## src/rtl/csr_perf_reader.sv

```systemverilog
// csr_perf_reader: owns the core's 64-bit performance counters and serves
// 32-bit CSR reads through a valid/ready request channel and a registered
// response channel. A low-half read captures the matching high half into a
// per-counter snapshot, so a later high-half read returns a value from the
// same instant and a split 64-bit read cannot tear.
module csr_perf_reader #(
    parameter int XLEN = 32,
    parameter int PERF_CNT_LEN = 64,
    parameter logic [PERF_CNT_LEN-1:0] PERF_CNT_INC = 1,
    parameter int CSR_ADDR_W = 12
) (
    input  logic                  clk,
    input  logic                  rst,
    input  logic                  ev_instr,
    input  logic                  ev_flush,
    input  logic                  ev_wait,
    input  logic                  ev_decod,
    input  logic                  req_valid,
    output logic                  req_ready,
    input  logic [CSR_ADDR_W-1:0] req_addr,
    output logic                  rsp_valid,
    input  logic                  rsp_ready,
    output logic [XLEN-1:0]       rsp_data,
    output logic                  rsp_err
);

    localparam int N_CNT = 5;

    // The high-half alias of each counter differs from its low half only in
    // address bit 7, so decoding is done on the address with that bit masked.
    localparam logic [CSR_ADDR_W-1:0] HI_BIT     = CSR_ADDR_W'(12'h080);
    localparam logic [CSR_ADDR_W-1:0] ADDR_CYCLE = CSR_ADDR_W'(12'hC00);
    localparam logic [CSR_ADDR_W-1:0] ADDR_INSTR = CSR_ADDR_W'(12'hC02);
    localparam logic [CSR_ADDR_W-1:0] ADDR_FLUSH = CSR_ADDR_W'(12'hC03);
    localparam logic [CSR_ADDR_W-1:0] ADDR_WAIT  = CSR_ADDR_W'(12'hC04);
    localparam logic [CSR_ADDR_W-1:0] ADDR_DECOD = CSR_ADDR_W'(12'hC05);

    logic [PERF_CNT_LEN-1:0] cnt  [N_CNT];
    logic [XLEN-1:0]         snap [N_CNT];
    logic [N_CNT-1:0]        snap_vld;
    logic [N_CNT-1:0]        inc_en;

    logic [CSR_ADDR_W-1:0]   addr_lo;
    logic                    sel_hit;
    logic                    sel_hi;
    logic [2:0]              sel_idx;
    logic [XLEN-1:0]         rd_data;
    logic                    accept;

    // Index 0 is CYCLE, which counts unconditionally.
    assign inc_en    = {ev_decod, ev_wait, ev_flush, ev_instr, 1'b1};
    assign req_ready = !rsp_valid || rsp_ready;
    assign accept    = req_valid && req_ready;
    assign addr_lo   = req_addr & ~HI_BIT;

    // Address decode: which counter, which half, and whether the address is a counter at all.
    always_comb begin
        sel_hit = 1'b1;
        sel_hi  = req_addr[7];
        sel_idx = 3'd0;
        if (addr_lo == ADDR_CYCLE) begin
            sel_idx = 3'd0;
        end else if (addr_lo == ADDR_INSTR) begin
            sel_idx = 3'd1;
        end else if (addr_lo == ADDR_FLUSH) begin
            sel_idx = 3'd2;
        end else if (addr_lo == ADDR_WAIT) begin
            sel_idx = 3'd3;
        end else if (addr_lo == ADDR_DECOD) begin
            sel_idx = 3'd4;
        end else begin
            sel_hit = 1'b0;
        end
    end

    // Read mux: low half is live; high half prefers a pending snapshot over the live value.
    always_comb begin
        rd_data = '0;
        if (sel_hit) begin
            if (!sel_hi) begin
                rd_data = cnt[sel_idx][XLEN-1:0];
            end else if (snap_vld[sel_idx]) begin
                rd_data = snap[sel_idx];
            end else begin
                rd_data = cnt[sel_idx][2*XLEN-1:XLEN];
            end
        end
    end

    // Free-running counters; reads never stall them and they wrap modulo 2^PERF_CNT_LEN.
    always_ff @(posedge clk or posedge rst) begin
        if (rst) begin
            for (int i = 0; i < N_CNT; i++) begin
                cnt[i] <= '0;
            end
        end else begin
            for (int i = 0; i < N_CNT; i++) begin
                if (inc_en[i]) begin
                    cnt[i] <= cnt[i] + PERF_CNT_INC;
                end
            end
        end
    end

    // Snapshot capture on low reads and consumption on high reads of the same counter.
    always_ff @(posedge clk or posedge rst) begin
        if (rst) begin
            for (int i = 0; i < N_CNT; i++) begin
                snap[i] <= '0;
            end
            snap_vld <= '0;
        end else if (accept && sel_hit) begin
            if (!sel_hi) begin
                snap[sel_idx]     <= cnt[sel_idx][2*XLEN-1:XLEN];
                snap_vld[sel_idx] <= 1'b1;
            end else begin
                snap_vld[sel_idx] <= 1'b0;
            end
        end
    end

    // Single-entry response buffer; contents hold while the consumer stalls.
    always_ff @(posedge clk or posedge rst) begin
        if (rst) begin
            rsp_valid <= 1'b0;
            rsp_data  <= '0;
            rsp_err   <= 1'b0;
        end else if (accept) begin
            rsp_valid <= 1'b1;
            rsp_data  <= rd_data;
            rsp_err   <= !sel_hit;
        end else if (rsp_ready) begin
            rsp_valid <= 1'b0;
        end
    end

endmodule

```

## config.mk

```make
export PLATFORM = sky130hd
export DESIGN_NAME = csr_perf_reader
export DESIGN_NICKNAME = d
export VERILOG_FILES = /design/src/rtl/csr_perf_reader.sv
export SDC_FILE = /design/constraint.sdc
export NUM_CORES = 1
export LEC_CHECK = 0
export BUFFER_PORTS_ARGS = -buffer_cell sky130_fd_sc_hd__buf_2
export CORE_MARGIN = 2
export CORE_UTILIZATION = 25
export CTS_CLUSTER_SIZE = 24
export DETAILED_ROUTE_END_ITERATION = 7
export SLEW_MARGIN = 20
export SYNTH_ARGS = -nofsm -noshare
export SYNTH_HDL_FRONTEND = slang
export SYNTH_SLANG_ARGS = --single-unit
export TNS_END_PERCENT = 100
```

## constraint.sdc

```tcl
create_clock -name clk -period 26 [get_ports clk]
set_input_delay 2.6 -clock clk [delete_from_list [all_inputs] [get_ports clk]]
set_output_delay 2.6 -clock clk [all_outputs]
set_load 0.01 [all_outputs]
```

==> results.json, run 1 <==
{
  "run_status": "finished clean",
  "clock_latency_ns": 0.65,
  "fin_tns_setup_ns": 0,
  "fillers": 10800,
  "maxCapViolations": 0,
  "ff2ff_setup_slack_ns": 22.62,
  "firstDrtPassIters": 6,
  "slowest_stage": "nand2b_1",
  "viasPerCell": 4.95,
  "layoutNonFillerInstCount": 4047,
  "finalHoldViolCount": 0,
  "layout.nets": 2657,
  "arrival_ns": 3.13,
  "p_leak_nw": 13.3,
  "period_share_pct": 22.0,
  "grt_start_max_net_pins": 107,
  "coreArea_um2": 102000,
  "clkTransAtPathRegs_ns": 0.06,
  "ys_seq_elements": 519,
  "cts_tree": "yes",
  "async_reset_ff_share_pct": 100,
  "ctsResizeCount": 0,
  "synth_top_area_share_pct": 50.3,
  "maxSlewHeadroom_pct": 24.7,
  "fp-row-count": 117,
  "wl_met1_mm": 35.4,
  "cp_common_cell": "buf_2",
  "place_inst": 3942,
  "fmax_mhz": 174,
  "crit_path_end_kind": "primary output",
  "die_y_um": 325,
  "syn_inst": 2607,
  "routedWlPerCell_um": 19.2,
  "wl_met2_mm": 35.1,
  "worst_setup_path_start_kind": "input pin",
  "clockBufferDepth": 3,
  "criticalPathCategory": "in -> out",
  "synthesis.area_um2": 25800,
  "critPathMaxFanout": 6,
  "ant_nets": 0,
  "io_buffers": 54,
  "die-area_um2": 106000,
  "rsz0062_at_grt": "no",
  "drive_gt1_share_pct": 11.2,
  "cts.sinks": 519,
  "fin_worst_skew_ns": 0.0375,
  "cts_setup_buffers": 0,
  "syn_nets": 2632,
  "seq_area_um2": 13000,
  "grt_pass1_wl_mm": 122,
  "setup_viol": 0,
  "path_cells": "buf_2, nand2b_1, buf_2",
  "yosysTopAreaCell": "dfrtp_1",
  "cts_made_buffers": 56,
  "ios": 55,
  "total_power_w": 0.00182,
  "die_w_um": 325,
  "dr.max_layer_used": "met4",
  "yosysMostFrequentCell": "nand2_1",
  "syn2layout_area_growth_pct": 14.4,
  "ys_seq_area_share_pct": 50.3,
  "synth_cell_type_count": 65,
  "holdWs_ns": 0.472,
  "avgSynthCellArea_um2": 9.91,
  "slowest_delay_ns": 0.24,
  "max-vdd-ir-drop_v": 0.0000501,
  "critPathRequiredTime_ns": 23.40,
  "cts-root-buf": "clkbuf_16",
  "ys.flop_type": "dfrtp_1",
  "synthTopCellsByArea": "dfrtp_1, xnor2_1, nand2_1",
  "grt_overflow": 0,
  "power.density_nw_per_um2": 61.6,
  "multi_input_area_um2": 12200,
  "hold_buffers": 0,
  "hpwl_mm": 53.9,
  "maxSlewViolCount": 0,
  "place.gp.congestion": 0.881,
  "yosys-top-cells-count": "nand2_1, dfrtp_1, xnor2_1, nor2_1, nand3_1",
  "hold_class": "reg -> reg",
  "grt_use_total_pct": 14.5,
  "htreeDepth": 2,
  "grt_pass1_vias": 19500,
  "wl_mm": 77.7,
  "vias": 20000,
  "antenna_found_initial": 2,
  "drc_errors": 0,
  "yosys_warnings": 0,
  "drt_iter0_drc": 1934,
  "initial_core_util_pct": 25.3,
  "worst_slew_pin_slew_ns": 1.12,
  "synth-edff-count": 0,
  "diodes": 0,
  "dr_wl_met3_mm": 4.91,
  "final.min_clock_period_ns": 5.73
}
[through the flow]
step | worst slack, ns | util (%) | instance area [um2]
floorplan | 8.90 | - | 25800
global placement | 20.09 | 27.0 | 27500
detailed placement | 20.04 | 27.0 | 27600
CTS | 20.28 | 28.9 | 29500
global route | 20.23 | 28.9 | 29500
finish | 20.27 | 28.9 | 29500
[cell usage in the layout, fill, tap and decap left out, drive strengths merged, types with 5 or more instances in the layout]
| cell | count |
|---|---|
| o221ai | 35 |
| xnor2 | 234 |
| a21oi | 53 |
| o21ai | 97 |
| nand2b | 7 |
| nand3 | 134 |
| xor2 | 81 |
| o22ai | 66 |
| ha | 5 |
| bufinv | 6 |
| and2 | 20 |
| nor2 | 143 |
| nor4 | 13 |
| a22oi | 33 |
| o2111ai | 8 |
| clkbuf | 90 |
| or4 | 5 |
| mux2 | 56 |
| inv | 24 |
| and3 | 57 |
| buf | 95 |
| nand2 | 534 |
| a221o | 9 |
| a311oi | 16 |
| mux2i | 89 |
| clkinv | 9 |
| nor2b | 5 |
| dfrtp | 519 |
| o221a | 17 |
| or2 | 8 |
| or3 | 17 |
| o211ai | 20 |
| and4 | 36 |
| nand4 | 75 |
| nor3 | 33 |
[kinds of logic (layout without fill, tap and decap cells)]
family	count (synthesis)	count (layout)	synth area share [%]
flops	519	519	50.3
xor+xnor	315	315	10.7
simple gates	1097	1097	20.3
compound gates	374	374	9.89
fa+ha+maj	5	5	0.242
buf+inv	152	224	2.68
mux	145	145	5.89
[worst max-delay path, delay by kind of cell]
family	cells	cell delay [ns]
simple gates	1	0.24
buf+inv	2	0.29
[sequential cells by signal (all words and copies together), names as in the netlist, named ones only]
signal / flops
cnt: 320
rsp_data: 32
rsp_valid: 1
rsp_err: 1
snap: 160
[worst paths after layout]
check / startpoint / endpoint / cells past startpoint
min in group asynchronous: rst / cnt[192] / 2
worst max register to register: cnt[212] / cnt[247] / 6
worst min-delay path: snap[117] / snap[117] / 2
max in group asynchronous: rst / cnt[187] / 4
worst max-delay path: rsp_ready / req_ready / 3
worst min register to register: snap[117] / snap[117] / 2
[power by group]
group | switching, W | leakage (nW) | internal (W)
clock network | 0.000344 | 0.968 | 0.000507
registers | 0.0000297 | 7.12 | 0.000830
logic | 0.0000673 | 5.23 | 0.0000409
total | 0.000441 | 13.3 | 0.00138
[routing by layer]
| metal | GRT usage (%) | vias up |
|---|---|---|
| met1 | 20.7 | 10000 |
| li1 | - | 9241 |
| met4 | 4.75 | 0 |
| met2 | 22.6 | 642 |
| met5 | 0 | - |
| met3 | 2.13 | 113 |
[cell type report]
class / instances / share of cell area, %
clock buffer: 90 / 5.75
clock inverter: 15 / 0.945
inverter: 24 / 0.330
multi-input combinational: 1936 / 41.2
sequential: 519 / 44.0
tap: 1368 / 5.79
timing repair buffer: 95 / 2.03
No activity file was read; power rests on OpenSTA's default activity.
==> inputs of run 2 (changes only) <==
==> constraint.sdc (replaced) <==
create_clock -name clk -period 5.15 [get_ports clk]
set_input_delay 0.515 -clock clk [delete_from_list [all_inputs] [get_ports clk]]
set_output_delay 0.515 -clock clk [all_outputs]
set_load 0.01 [all_outputs]
==> run 2 against run 1 <==
Against the previous run: critical endpoint is now rsp_data[31]; routed wire length down 0.36%; register-to-register slack got worse by 21 ns; combinational power grew to 5.3 times the previous value.
==> results.json, run 2 (synthesized netlist as in run 1, its figures left out) <==
{
  "whs_path_depth": 2,
  "min_from": "ev_flush",
  "crit_buf_inv": 2,
  "top_register": "cnt",
  "clkTransAtPathRegs_ns": 0.06,
  "arrival_ns": 3.72,
  "fp-row-count": 117,
  "cts.sinks": 519,
  "htreeDepth": 2,
  "grt_overflow": 0,
  "p_int_w": 0.00690,
  "fmax_mhz": 316,
  "slowest_delay_ns": 0.63,
  "maxSlewHeadroom_pct": 20.4,
  "power_frac_seq_pct": 47.3,
  "routedWlPerCell_um": 19.1,
  "path_cells": "buf_6, or3b_4, buf_4, and2_1, o21ai_0, a22o_1, a2111oi_0, a2bb2oi_1",
  "ant_nets": 0,
  "die-area_um2": 106000,
  "grt_pass1_wl_mm": 121,
  "run_status": "finished clean",
  "r2r_end": "cnt[114]",
  "finalHoldViolCount": 0,
  "coreArea_um2": 102000,
  "vias": 20100,
  "antenna_found_initial": 0,
  "setup_viol": 0,
  "wl_mm": 77.5,
  "p_leak_nw": 13.3,
  "rsz0062_at_grt": "no",
  "cts_made_buffers": 56,
  "hold-path-endpoint": "cnt[128]",
  "cts_tree": "yes",
  "clock_latency_ns": 0.65,
  "hold_buffers": 1,
  "io_buffers": 54,
  "worst_setup_path_start_kind": "input pin",
  "ios": 55,
  "drc_errors": 0,
  "power.density_nw_per_um2": 310,
  "holdWs_ns": 0.122,
  "cts-root-buf": "clkbuf_16",
  "final_common_cell": "nand2_1",
  "slowest_stage": "buf_6",
  "critical-path-top-delay-family": "buffers and inverters",
  "clkPwrFrac_pct": 46.5,
  "maxCapViolations": 0,
  "crit_path_end_kind": "register",
  "drt_iter0_drc": 1683,
  "p_sw_share_pct": 24.7,
  "combPwrFrac_pct": 6.2,
  "cts_setup_buffers": 0,
  "ctsResizeCount": 0,
  "place.gp.congestion": 0.891,
  "criticalPathCategory": "in -> reg",
  "critPathMaxFanout": 71,
  "largest_reg_flops": 320,
  "maxSlewViolCount": 0,
  "fin_tns_setup_ns": 0,
  "fillers": 10700,
  "clockBufferDepth": 3,
  "grt_start_max_net_pins": 162,
  "max-vdd-ir-drop_v": 0.000260,
  "grt_use_total_pct": 14.5,
  "viasPerCell": 4.96,
  "worst-r2r-cell-count": 7,
  "reg_top3": "cnt x320, snap x160, rsp_data x32",
  "grt_pass1_vias": 19500,
  "drive_gt1_share_pct": 11.5,
  "layout.nets": 2663,
  "hold_class": "in -> reg",
  "post-route-cell-area_um2": 29600,
  "die_w_um": 325,
  "final_cell_mix": "nand2_1, dfrtp_1, xnor2_1",
  "firstDrtPassIters": 5,
  "die_y_um": 325,
  "r2r_start": "cnt[64]",
  "final.min_clock_period_ns": 3.17,
  "p_sw_w": 0.00227,
  "period_share_pct": 61.5,
  "syn2layout_area_growth_pct": 14.6,
  "dpl_cell_area_um2": 27600,
  "worst_slew_pin_slew_ns": 1.18,
  "critPathRequiredTime_ns": 5.70,
  "ff2ff_setup_slack_ns": 2.03,
  "fin_worst_skew_ns": 0.0386,
  "hpwl_mm": 54.8,
  "initial_core_util_pct": 25.3
}
-- run 2: cell count changes in the layout (fill, tap and decap cells not counted), sizes merged --
cell / previous run / this run
buf: 95 / 100
clkinvlp: 0 / 4
clkinv: 9 / 15
bufinv: 6 / 7
clkbuf: 90 / 72
dlygate4sd3: 0 / 1
diode: 0 / 1
-- run 2: layout make-up --
cell class	instances	area, um2	share of cell area (%)
diodes	1	2.50	0.00846
clock buffers	72	1560	5.28
clock inverters	26	375	1.27
inverters	24	93.8	0.317
flip-flops and latches	519	13000	43.9
well taps	1368	1710	5.78
multi-input cells	1936	12200	41.1
repair buffers	101	694	2.35
-- run 2: metal layers --
layer  share of wire, %  track usage, %
met4                3.1            4.61
met1                 46            20.6
met2                 45            22.2
met3                6.7            2.48
met5                  0               0
-- run 2: how the worst max path moves through the flow --
| stage | from | end | slack [ns] | depth (start not counted) |
|---|---|---|---|---|
| 2_1_floorplan | rst | asynchronous set/reset pin | -2.42 | 1 |
| 3_3_place_gp | req_addr[0] | rsp_data[31] | 1.50 | 8 |
| 3_5_place_dp | req_addr[0] | rsp_data[31] | 1.45 | 8 |
| 4_1_cts | cnt[64] | cnt[114] | 2.04 | 7 |
| 5_1_grt | req_addr[0] | rsp_data[31] | 1.90 | 8 |
| 6_report | req_addr[0] | rsp_data[31] | 1.98 | 8 |
-- run 2: through the flow --
stage / total power (W) / utilization [%] / setup WS, ns / std cells
final: 0.00917 / 29.0 / 1.98 / 4047
after global routing: 0.00949 / 29.0 / 1.90 / 4046
after floorplan: 0.00477 / - / -2.42 / 2607
after CTS: 0.00925 / 29.0 / 2.04 / 4046
after global placement: 0.00496 / 27.1 / 1.50 / 3947
after detailed placement: 0.00498 / 27.1 / 1.45 / 3947
-- run 2: power groups by stage --
stage	clock network [W]	logic (W)	registers, W
floorplan	0	0.000404	0.00437
detailed placement	0	0.000567	0.00441
finish	0.00426	0.000568	0.00434
CTS	0.00435	0.000569	0.00434
global route	0.00451	0.000622	0.00436
global placement	0	0.000556	0.00441
